--- src/rtl/lsu_ctrl.sv ---
`default_nettype none
// ============================================================================
// Module   : lsu_ctrl
// Brief    : Single-outstanding load/store controller in front of mem's LSU
//            port, with alignment checks and a programmable access latency.
// Revision : 1.0
// ============================================================================
module lsu_ctrl #(
    parameter int unsigned LATENCY    = 2,
    parameter logic [31:0] RESET_ADDR = 32'h8000_0000
) (
    input  logic        clk,
    input  logic        rst,
    input  logic        req_valid,
    output logic        req_ready,
    input  logic        req_store,
    input  logic [2:0]  req_funct3,
    input  logic [31:0] req_addr,
    input  logic [31:0] req_wdata,
    output logic        rsp_valid,
    input  logic        rsp_ready,
    output logic [31:0] rsp_rdata,
    output logic        rsp_err,
    output logic [31:0] lsu_addr,
    output logic        lsu_wen,
    output logic [31:0] lsu_wdata,
    output logic [3:0]  lsu_wmask,
    input  logic [31:0] lsu_rdata
);

    typedef enum logic [1:0] {
        S_IDLE   = 2'd0,
        S_WAIT   = 2'd1,
        S_ACCESS = 2'd2,
        S_RESP   = 2'd3
    } state_t;

    localparam logic [3:0] c_lat_m1 = (LATENCY == 0) ? 4'd0 : 4'(LATENCY - 1);

    state_t      r_state;
    logic [3:0]  r_cnt;
    logic        r_store;
    logic [2:0]  r_funct3;
    logic [1:0]  r_off;
    logic [31:0] r_wdata;

    logic [31:0] w_shift;
    logic [31:0] w_load;
    logic        w_req_err;

    function automatic logic f_err(input logic st, input logic [2:0] f3,
                                   input logic [1:0] off);
        logic ill;
        logic mis;
        ill = st ? (f3[2] || (f3 == 3'b011))
                 : ((f3 == 3'b011) || (f3 == 3'b110) || (f3 == 3'b111));
        mis = ((f3[1:0] == 2'b01) && off[0]) ||
              ((f3[1:0] == 2'b10) && (off != 2'b00));
        return ill || mis;
    endfunction

    function automatic logic [31:0] f_lane_data(input logic [2:0] f3,
                                                input logic [31:0] d);
        case (f3[1:0])
            2'b00:   return {4{d[7:0]}};
            2'b01:   return {2{d[15:0]}};
            default: return d;
        endcase
    endfunction

    function automatic logic [3:0] f_lane_mask(input logic [2:0] f3,
                                               input logic [1:0] off);
        case (f3[1:0])
            2'b00:   return 4'b0001 << off;
            2'b01:   return 4'b0011 << off;
            default: return 4'b1111;
        endcase
    endfunction

    assign w_req_err = f_err(req_store, req_funct3, req_addr[1:0]);

    // Bring the addressed byte/half down to bit 0, then extend per funct3.
    always_comb begin
        w_shift = lsu_rdata >> {r_off, 3'b000};
        case (r_funct3)
            3'b000:  w_load = {{24{w_shift[7]}}, w_shift[7:0]};
            3'b100:  w_load = {24'd0, w_shift[7:0]};
            3'b001:  w_load = {{16{w_shift[15]}}, w_shift[15:0]};
            3'b101:  w_load = {16'd0, w_shift[15:0]};
            default: w_load = w_shift;
        endcase
    end

    always_ff @(posedge clk or negedge rst) begin
        if (!rst) begin
            r_state   <= S_IDLE;
            r_cnt     <= 4'd0;
            r_store   <= 1'b0;
            r_funct3  <= 3'd0;
            r_off     <= 2'd0;
            r_wdata   <= 32'd0;
            req_ready <= 1'b1;
            rsp_valid <= 1'b0;
            rsp_rdata <= 32'd0;
            rsp_err   <= 1'b0;
            lsu_addr  <= RESET_ADDR;
            lsu_wen   <= 1'b0;
            lsu_wdata <= 32'd0;
            lsu_wmask <= 4'd0;
        end else begin
            case (r_state)
                S_IDLE: begin
                    if (req_valid) begin
                        r_store   <= req_store;
                        r_funct3  <= req_funct3;
                        r_off     <= req_addr[1:0];
                        r_wdata   <= req_wdata;
                        req_ready <= 1'b0;
                        lsu_addr  <= {req_addr[31:2], 2'b00};
                        if (w_req_err) begin
                            r_state   <= S_RESP;
                            rsp_valid <= 1'b1;
                            rsp_err   <= 1'b1;
                            rsp_rdata <= 32'd0;
                        end else if (LATENCY == 0) begin
                            r_state <= S_ACCESS;
                            if (req_store) begin
                                lsu_wen   <= 1'b1;
                                lsu_wdata <= f_lane_data(req_funct3, req_wdata);
                                lsu_wmask <= f_lane_mask(req_funct3, req_addr[1:0]);
                            end
                        end else begin
                            r_state <= S_WAIT;
                            r_cnt   <= c_lat_m1;
                        end
                    end
                end
                S_WAIT: begin
                    if (r_cnt == 4'd0) begin
                        r_state <= S_ACCESS;
                        if (r_store) begin
                            lsu_wen   <= 1'b1;
                            lsu_wdata <= f_lane_data(r_funct3, r_wdata);
                            lsu_wmask <= f_lane_mask(r_funct3, r_off);
                        end
                    end else begin
                        r_cnt <= r_cnt - 4'd1;
                    end
                end
                S_ACCESS: begin
                    // mem performs the write on this edge; loads sample its read port.
                    lsu_wen   <= 1'b0;
                    lsu_wdata <= 32'd0;
                    lsu_wmask <= 4'd0;
                    rsp_rdata <= r_store ? 32'd0 : w_load;
                    rsp_err   <= 1'b0;
                    rsp_valid <= 1'b1;
                    r_state   <= S_RESP;
                end
                S_RESP: begin
                    if (rsp_ready) begin
                        rsp_valid <= 1'b0;
                        rsp_err   <= 1'b0;
                        rsp_rdata <= 32'd0;
                        req_ready <= 1'b1;
                        r_state   <= S_IDLE;
                    end
                end
                default: r_state <= S_IDLE;
            endcase
        end
    end

endmodule
`default_nettype wire

--- config.mk ---
export PLATFORM = sky130hd
export DESIGN_NAME = lsu_ctrl
export DESIGN_NICKNAME = d
export VERILOG_FILES = /design/src/rtl/lsu_ctrl.sv
export SDC_FILE = /design/constraint.sdc
export NUM_CORES = 1
export LEC_CHECK = 0
export BUFFER_PORTS_ARGS = -buffer_cell sky130_fd_sc_hd__buf_2
export CORE_AREA = 2 2 90 157
export CTS_CLUSTER_SIZE = 40
export DETAILED_ROUTE_END_ITERATION = 8
export DIE_AREA = 0 0 92 159
export PLACE_DENSITY = 0.89
export SLEW_MARGIN = 20
export SYNTH_ARGS = -nofsm -noshare
export SYNTH_HDL_FRONTEND = slang
export SYNTH_SLANG_ARGS = --single-unit
--- constraint.sdc ---
create_clock -name clk -period 2.6 [get_ports clk]
set_input_delay 0.39 -clock clk [delete_from_list [all_inputs] [get_ports clk]]
set_output_delay 0.39 -clock clk [all_outputs]
set_load 0.005 [all_outputs]
# ---- Word-level counts from Yosys, hierarchy flattened
# Cells that the tools add are included.
dict set report op_classes {
  shifts 3
  muxes 35
  add_sub_neg 1
  multipliers 0
  eq_ne 19
  div 0
  order_cmp 0
  reduce_logical 22
  n_bitwise 0
}
# operator n
set op_table {}
lappend op_table {{32-bit two-way mux} 6}
lappend op_table {{32-bit case mux with 2 select lines} 2}
lappend op_table {{32-bit case mux with 4 select lines} 1}
lappend op_table {{32-bit case mux with 3 select lines} 1}
lappend op_table {{32-bit by 5-bit >> shifter with 32-bit output} 1}
lappend op_table {{4-bit case mux with 2 select lines} 3}
lappend op_table {{4-bit two-way mux} 5}
lappend op_table {{2-bit inequality test, second input constant} 7}
lappend op_table {{3-bit equality test, second input constant} 4}
lappend op_table {{3-bit AND reduction} 3}
lappend op_table {{1-bit two-way mux} 8}
lappend op_table {{2-bit two-way mux} 4}
lappend op_table {{2-bit case mux with 4 select lines} 1}
lappend op_table {{4-bit AND reduction} 2}
lappend op_table {{2-bit nonzero test} 4}
lappend op_table {{2-bit by 1-bit equality test with 1-bit output, second input constant} 3}
lappend op_table {{2-bit equality test, second input constant} 3}
lappend op_table {{1-bit case mux with 3 select lines} 2}
lappend op_table {{1-bit logical OR} 5}
lappend op_table {{2-bit zero test} 2}
lappend op_table {{4-bit zero test} 1}
lappend op_table {{1-bit case mux with 2 select lines} 2}
lappend op_table {{1-bit by 2-bit left shift with 4-bit output, first input constant} 1}
lappend op_table {{2-bit by 2-bit left shift with 4-bit output, first input constant} 1}
lappend op_table {{7 further kinds} 8}
dict set report totals {
  ramBits 0
  output_inout_bits 104
  romBits 0
  latchBits 0
  register_bits 146
  elab_cells 94
  memories 0
}

# ---- Logic depth before layout (Yosys ltp)
# Gate-level depths: netlist of the first run.
dict set report logic_depth {
  word_depth 8
  depth_mapped 8
}

# ---- Worst setup path before layout of the first run
# Ideal clock, no wire load.
dict set report synth_path {
  path_kind {register to register}
  from {reg r_state[0]}
  to {reg r_funct3[0]}
  setup_ns 0.125
  path_buffers 3
  arrival_time_ns 1.827
  period_less_slack_ns 1.952
  path_stages_with_launch 8
  setup_slack_ns 0.648
  path_cell_list {dfrtp_1 inv_1 ha_1 buf_6 nand2_1 buf_2 buf_1 mux2_2}
}
dict set report synth_via {
  elab_chain_cells 2
}
# item line
set synth_lines {}
lappend synth_lines {{start, declared} 40} ;# state_t r_state;
lappend synth_lines {{start signal, assigned} 96} ;# r_state <= S_IDLE;
lappend synth_lines {{start signal, assigned} 121} ;# r_state <= S_RESP;
lappend synth_lines {{start signal, assigned} 126} ;# r_state <= S_ACCESS;
lappend synth_lines {{2-bit zero test} 111} ;# case (r_state)
lappend synth_lines {{2-bit AND reduction (no line)} n/a}
lappend synth_lines {{end signal, assigned} 115} ;# r_funct3 <= req_funct3;
lappend synth_lines {{end, declared} 43} ;# logic [2:0] r_funct3;
# Every way passes these cells.
# A chain may end at the register's enable or synchronous reset.

# ---- Worst setup path in the final report of the first run
dict set report layout_path {
  from {reg r_state[0]}
  to {reg rsp_rdata[17]}
}
dict set report layout_via {
  elab_chain_cells 3
  elab_cells_between_ends 9
}
# item line
set layout_lines {}
lappend layout_lines {{2-bit equality test / 2-bit zero test (equally long branches)} 111}
lappend layout_lines {{2-bit inequality test (no line) / 3-bit nonzero test (equally long branches)} n/a}
lappend layout_lines {{4-bit AND reduction (no line)} n/a}
lappend layout_lines {{end signal, assigned} 155} ;# rsp_rdata <= r_store ? 32'd0 : w_load;
lappend layout_lines {{end, declared} 22} ;# output logic [31:0] rsp_rdata,
# Several ways; a longest one is shown, not always the timed one.

==> impl_metrics.json, run 1 <==
{
  "critical-path-max-stage-delay_ns": 0.67,
  "p_int_uw": 6850,
  "seq_power_share_pct": 36.9,
  "grtUsageTotal_pct": 23.7,
  "p_leak_uw": 0.00427,
  "area_delta_synth_final_pct": 27.1,
  "grt_setup_unrepaired": "false",
  "cp.arrival_ns": 2.63,
  "ys_async_sr_fraction_pct": 100,
  "drc": 0,
  "cts_tree": "done",
  "combinationalPowerShare_pct": 39.2,
  "path_clk_slew_ns": 0.06,
  "die_x_um": 92,
  "grt_max_degree": 77,
  "end_kind": "flip-flop",
  "startpoint_type": "flip-flop",
  "pre_cts_slack_ns": 0.341,
  "drtPass1Iterations": 4,
  "io_buffers": 205,
  "clock_skew_ns": 0.0103,
  "first_global_vias": 5477,
  "clock_path_buffers": 2,
  "switchingPower_uw": 3820,
  "wl_per_cell_um": 18.0,
  "grt_pass1_wl_mm": 27.3,
  "hold_viol": 0,
  "finalCriticalPeriod_ns": 2.29,
  "core_um2": 13300,
  "drv_cap": 0,
  "num_rows": 56,
  "h-tree-depth": 4,
  "cp_max_fo": 16,
  "fin_crit_sh_pct": 88.0,
  "syn_area_um2": 6680,
  "worstHoldPathType": "in -> reg",
  "drt-total-wl_mm": 16.9,
  "slew_violations": 0,
  "cts_sinks": 146,
  "setup_ws_ns": 0.313,
  "grt_overflow_total": 0,
  "cts_root_buffer": "clkbuf_16",
  "critical_path_required_ns": 2.95,
  "layout.nets": 862,
  "post_synth.cell_area_avg_um2": 12.0,
  "pin_count": 208,
  "ir_drop_mv": 0.697,
  "synth_ff_type": "dfrtp_1",
  "post_synth_inst_count": 555,
  "max_freq_mhz": 437,
  "synth_edf_count": 0,
  "cts_resized": 0,
  "cts_setup_buffers": 0,
  "regToRegSetupSlack_ns": 0.31,
  "setup_violations": 0,
  "cts_buffers": 17,
  "postRouteAntennaNets": 0,
  "clkPwrFrac_pct": 23.9,
  "dieArea_um2": 14600,
  "crit_slowest_cell": "and4_1",
  "fillCellCount": 1078,
  "ys_seq_area_share_pct": 54.7,
  "start_util_pct": 50.2,
  "synth_seq_cells": 146,
  "critical_path_class": "reg -> reg",
  "power_density_nw_per_um2": 1260,
  "antenna_found_initial": 1,
  "status": "completed",
  "dp_hpwl_mm": 12.4,
  "synth_warnings": 0,
  "setup_tns_ns": 0,
  "postCtsHoldBufs": 1,
  "drt_iter0_drc": 240,
  "dieHeight_um": 159,
  "cp_cell_sequence": "inv_1 -> ha_1 -> nand2b_1 -> a221oi_1 -> and4_1 -> a22o_2",
  "worst_slew_pin_slew_ns": 0.883,
  "clk_latency_ns": 0.41,
  "ys_types": 45,
  "vias_per_cell": 5.47,
  "gp_congestion": 0.813,
  "drive_gt1_share_pct": 45.0,
  "swShare_pct": 35.8,
  "vias": 5141,
  "slew_headroom_pct": 40.9
}
-- placed cells by master (no fill, tap or decap), types with 2 or more instances in the layout --
master      netlist  final
nand3b_1          3      3
or2_2             2      2
nand2_1          60     59
o21ai_0          45     45
buf_2             9    204
a21oi_1          21     21
conb_1            1      2
dfrtp_1         144    143
mux2i_1          46     46
nor3_1            2      2
dfstp_2           2      2
a41o_1            2      2
nand2b_1          3      3
bufinv_16         0      3
clkinvlp_4        0      2
inv_6             0      5
a22oi_1           2      2
nor2b_1           5      5
nor2_1           14     14
a22o_2            6      6
o2bb2ai_1        22     22
mux2_2           77     77
clkbuf_8          0      2
buf_4             4     11
nor3b_1           2      2
clkbuf_16         0     17
inv_1            11     11
a22o_1           18     18
ha_1              7      7
-- worst paths after layout --
kind | to | start | depth (start not counted)
max in group asynchronous | lsu_wdata[5] | rst | 3
worst min register to register | lsu_wdata[29] | lsu_wdata[29] | 2
worst max register to register | rsp_rdata[17] | r_state[0] | 6
min in group asynchronous | rsp_rdata[3] | rst | 2
worst max-delay path | rsp_rdata[17] | r_state[0] | 6
worst min-delay path | lsu_addr[29] | req_addr[29] | 2
-- cell type report --
class	count	area (µm²)	area share, %
diodes	1	2.50	0.0295
clock buffers	20	457	5.38
clock inverters	12	169	1.99
inverters	11	41.3	0.486
multi-input cells	357	2800	33.0
flip-flops and latches	146	3660	43.1
well taps	174	218	2.56
repair buffers	218	1140	13.5
-- per-layer routing --
layer | part of all wire [%] | GRT usage [%] | up-vias
met5 | 0 | 0 | -
met4 | 2.3 | 9.09 | 0
met3 | 5.7 | 5.11 | 24
met2 | 56 | 43.6 | 195
met1 | 36 | 26.2 | 2535
li1 | - | - | 2387
-- cells by family (layout without fill, tap and decap cells) --
| family | count (synthesis) | count (layout) | synth area share [%] |
|---|---|---|---|
| compound gates | 128 | 128 | 13.3 |
| other cells | 1 | 3 | 0.0561 |
| fa+ha+maj | 7 | 7 | 1.31 |
| simple gates | 96 | 96 | 6.57 |
| mux | 124 | 124 | 20.2 |
| flops | 146 | 146 | 54.7 |
| buf+inv | 53 | 261 | 3.88 |
-- through the flow --
step           hold slack, ns  total power, µW  instance area (µm²)  utilization (%)  std cells
2_1_floorplan          0.0944             6650                 6690                -        556
3_3_place_gp            0.304             7970                 7850             59.0        905
3_5_place_dp            0.305             8170                 7850             59.0        905
4_1_cts                 0.185            10800                 8490             63.8        938
5_1_grt                 0.188            11300                 8490             63.8        939
6_report                0.206            10700                 8490             63.8        939
-- critical path: cells and delay by family (launching register included) --
kind,cells,cell delay (ns)
buffers and inverters,1,0.12
flip-flops,1,0.40
adder cells (fa/ha/maj),1,0.35
AO/OA/AOI/OAI,2,0.59
AND/OR/NAND/NOR,2,0.76
-- power groups by stage --
stage               clock network (µW)  registers, µW  logic [µW]
floorplan                            0           3780        2870
global placement                     0           3910        4060
detailed placement                   0           3960        4210
CTS                               2610           3930        4220
global route                      2700           4060        4580
finish                            2550           3940        4180
-- sequential cells by signal, indices dropped and copies added (netlist names) --
register and count:
rsp_err 1, r_store 1, r_cnt 4, rsp_rdata 32, rsp_valid 1, r_state 2
r_wdata 32, r_off 2, lsu_wdata 32, lsu_wen 1, lsu_addr 30, lsu_wmask 4
req_ready 1, r_funct3 3
-- cells in the mapped netlist (all sizes together) (2+ instances only) --
library cell	number	share of area, %
nor3b	3	0.41
mux2i	46	6.9
nor2b	5	0.47
dfrtp	144	54
inv	11	0.62
clkbuf	14	0.79
a41o	2	0.30
or2	2	0.19
mux2	77	13
nand3b	3	0.34
a22o	24	3.3
o2bb2ai	22	2.9
a31oi	2	0.19
nand2	60	3.4
dfstp	2	0.79
nor3	2	0.15
nand2b	3	0.28
a22oi	2	0.22
o21ai	45	3.4
nor2	14	0.79
a21oi	21	1.6
ha	7	1.3
buf	28	2.5
(Power assumes the default switching activity.)
==> run 2: changes to the inputs <==
--- a/config.mk
+++ b/config.mk
@@ -11,6 +11,7 @@
 export DETAILED_ROUTE_END_ITERATION = 8
 export DIE_AREA = 0 0 92 159
 export PLACE_DENSITY = 0.89
+export SETUP_SLACK_MARGIN = 0.5
 export SLEW_MARGIN = 20
 export SYNTH_ARGS = -nofsm -noshare
 export SYNTH_HDL_FRONTEND = slang
==> run 2 against run 1 <==
First-iteration DRC count rose by 11%. Global-route usage barely moved. Via count fell by 0.18%. Sequential power barely moved. Clock power barely moved.
==> impl_metrics.json, run 2 (same netlist as run 1, synthesis figures left out) <==
{
  "grtUsageTotal_pct": 23.7,
  "hold_end": "lsu_addr[19]",
  "setup_tns_ns": 0,
  "min_path_cells": 2,
  "multi_input_area_um2": 2840,
  "worstHoldPathType": "in -> reg",
  "final_common_cell": "buf_2",
  "drive_gt1_share_pct": 45.9,
  "num_rows": 56,
  "worst_slew_pin_slew_ns": 0.879,
  "clk_latency_ns": 0.41,
  "path_clk_slew_ns": 0.06,
  "wl_per_cell_um": 18.1,
  "grt_overflow_total": 0,
  "regToRegSetupSlack_ns": 0.64,
  "first_global_vias": 5477,
  "vias_per_cell": 5.47,
  "cp.depth": 6,
  "path_buf_inv": 1,
  "slew_violations": 0,
  "drtPass1Iterations": 5,
  "cts_buffers": 17,
  "fillCellCount": 1078,
  "layout.nets": 862,
  "post-route-cell-area_um2": 8530,
  "grt_pass1_wl_mm": 27.3,
  "power_uw": 10700,
  "startpoint_type": "flip-flop",
  "instances_no_fill": 939,
  "reg.largest.list": "lsu_wdata x32, r_wdata x32, rsp_rdata x32",
  "critical_path_class": "reg -> reg",
  "ir_drop_mv": 0.694,
  "dp_hpwl_mm": 12.4,
  "cp_max_fo": 16,
  "area_delta_synth_final_pct": 27.7,
  "post-place-cells": 905,
  "dieHeight_um": 159,
  "crit_slowest_cell": "and4_4",
  "path_delay_family": "simple AND/OR/NAND/NOR gates",
  "cp.arrival_ns": 2.32,
  "drt_iter0_drc": 266,
  "vias": 5132,
  "gp_congestion": 0.813,
  "setup_violations": 0,
  "clock_path_buffers": 2,
  "final_core_util_pct": 64.1,
  "h-tree-depth": 4,
  "drv_cap": 0,
  "max_freq_mhz": 509,
  "finalCriticalPeriod_ns": 1.96,
  "die_x_um": 92,
  "hold_start": "req_addr[19]",
  "drc": 0,
  "cts_sinks": 146,
  "fin_crit_sh_pct": 75.5,
  "p_leak_uw": 0.00428,
  "r2r-start": "r_state[0]",
  "clock_skew_ns": 0.00776,
  "r2r_cells": 6,
  "drt-total-wl_mm": 17.0,
  "status": "completed",
  "core_um2": 13300,
  "seq_area_um2": 3660,
  "antenna_found_initial": 1,
  "cp_cell_sequence": "inv_1 -> ha_1 -> nand2b_1 -> a221oi_2 -> and4_4 -> a22o_2",
  "most-common-layout-cells": "buf_2, dfrtp_1, mux2_2",
  "critical_path_required_ns": 2.95,
  "hold_viol": 0,
  "slew_headroom_pct": 41.2,
  "pin_count": 208,
  "critical-path-max-stage-delay_ns": 0.42,
  "dieArea_um2": 14600,
  "grt_setup_unrepaired": "false",
  "cts_root_buffer": "clkbuf_16",
  "start_util_pct": 50.2,
  "postRouteAntennaNets": 0,
  "power_density_nw_per_um2": 1260,
  "placed_area_um2": 7850,
  "end_kind": "flip-flop",
  "reg2reg_to": "rsp_rdata[17]",
  "cts_tree": "done",
  "grt_max_degree": 77,
  "io_buffers": 205
}
-- run 2: final cells by class --
class                           instances  share of cell area, %
Sequential cell                       146                   42.9
Multi-Input combinational cell        357                   33.3
Timing Repair Buffer                  218                   13.5
Clock buffer                           20                   5.35
Tap cell                              174                   2.55
Clock inverter                         12                   1.98
Inverter                               11                  0.484
Antenna cell                            1                 0.0293
-- run 2: worst max path at each step --
stage | endpoint | from | slack [ns]
after floorplan | r_funct3[0] | r_state[0] | 0.65
after global placement | rsp_rdata[19] | r_state[0] | 0.45
after detailed placement | rsp_rdata[20] | r_state[0] | 0.34
after CTS | rsp_rdata[17] | r_state[0] | 0.48
after global routing | rsp_rdata[17] | r_state[0] | 0.52
final | rsp_rdata[17] | r_state[0] | 0.64
-- run 2: worst reg2reg max path: stages, from the launching register on --
cell and delay, ns:
dfrtp_1 0.40, inv_1 0.16, ha_1 0.36, nand2b_1 0.11, a221oi_2 0.28, and4_4 0.42, a22o_2 0.17
-- run 2: per-stage QoR --
step	setup slack, ns	hold WS (ns)
final	0.636	0.205
after global routing	0.520	0.188
after CTS	0.482	0.185
after detailed placement	0.341	0.305
after global placement	0.451	0.304
after floorplan	0.648	0.0944
-- run 2: timing repair --
| action | 4_1_cts | 5_1_grt |
|---|---|---|
| pin swaps | 0 | 1 |
| setup buffers | 0 | 0 |
| gates resized for setup | 2 | 8 |
| endpoints found under the hold margin | 31 | 0 |
| gates cloned | 0 | 0 |
| hold buffers | 1 | 0 |
| endpoints found under the setup margin | 19 | 70 |
-- run 2: metal layers --
layer  vias up  GRT usage, %  wire length (µm)
li1       2386             -                 -
met1      2531          26.2              6340
met2       192          43.5              9430
met3        23          5.02               867
met4         0          9.50               404
met5         -             0                 0
-- run 2: report_power, final --
part	leakage, µW	total [µW]	internal, µW	switching (µW)
Clock	0.000301	2550	1580	968
Sequential	0.00185	3950	3230	721
Combinational	0.00212	4250	2080	2160
Total	0.00428	10700	6890	3850
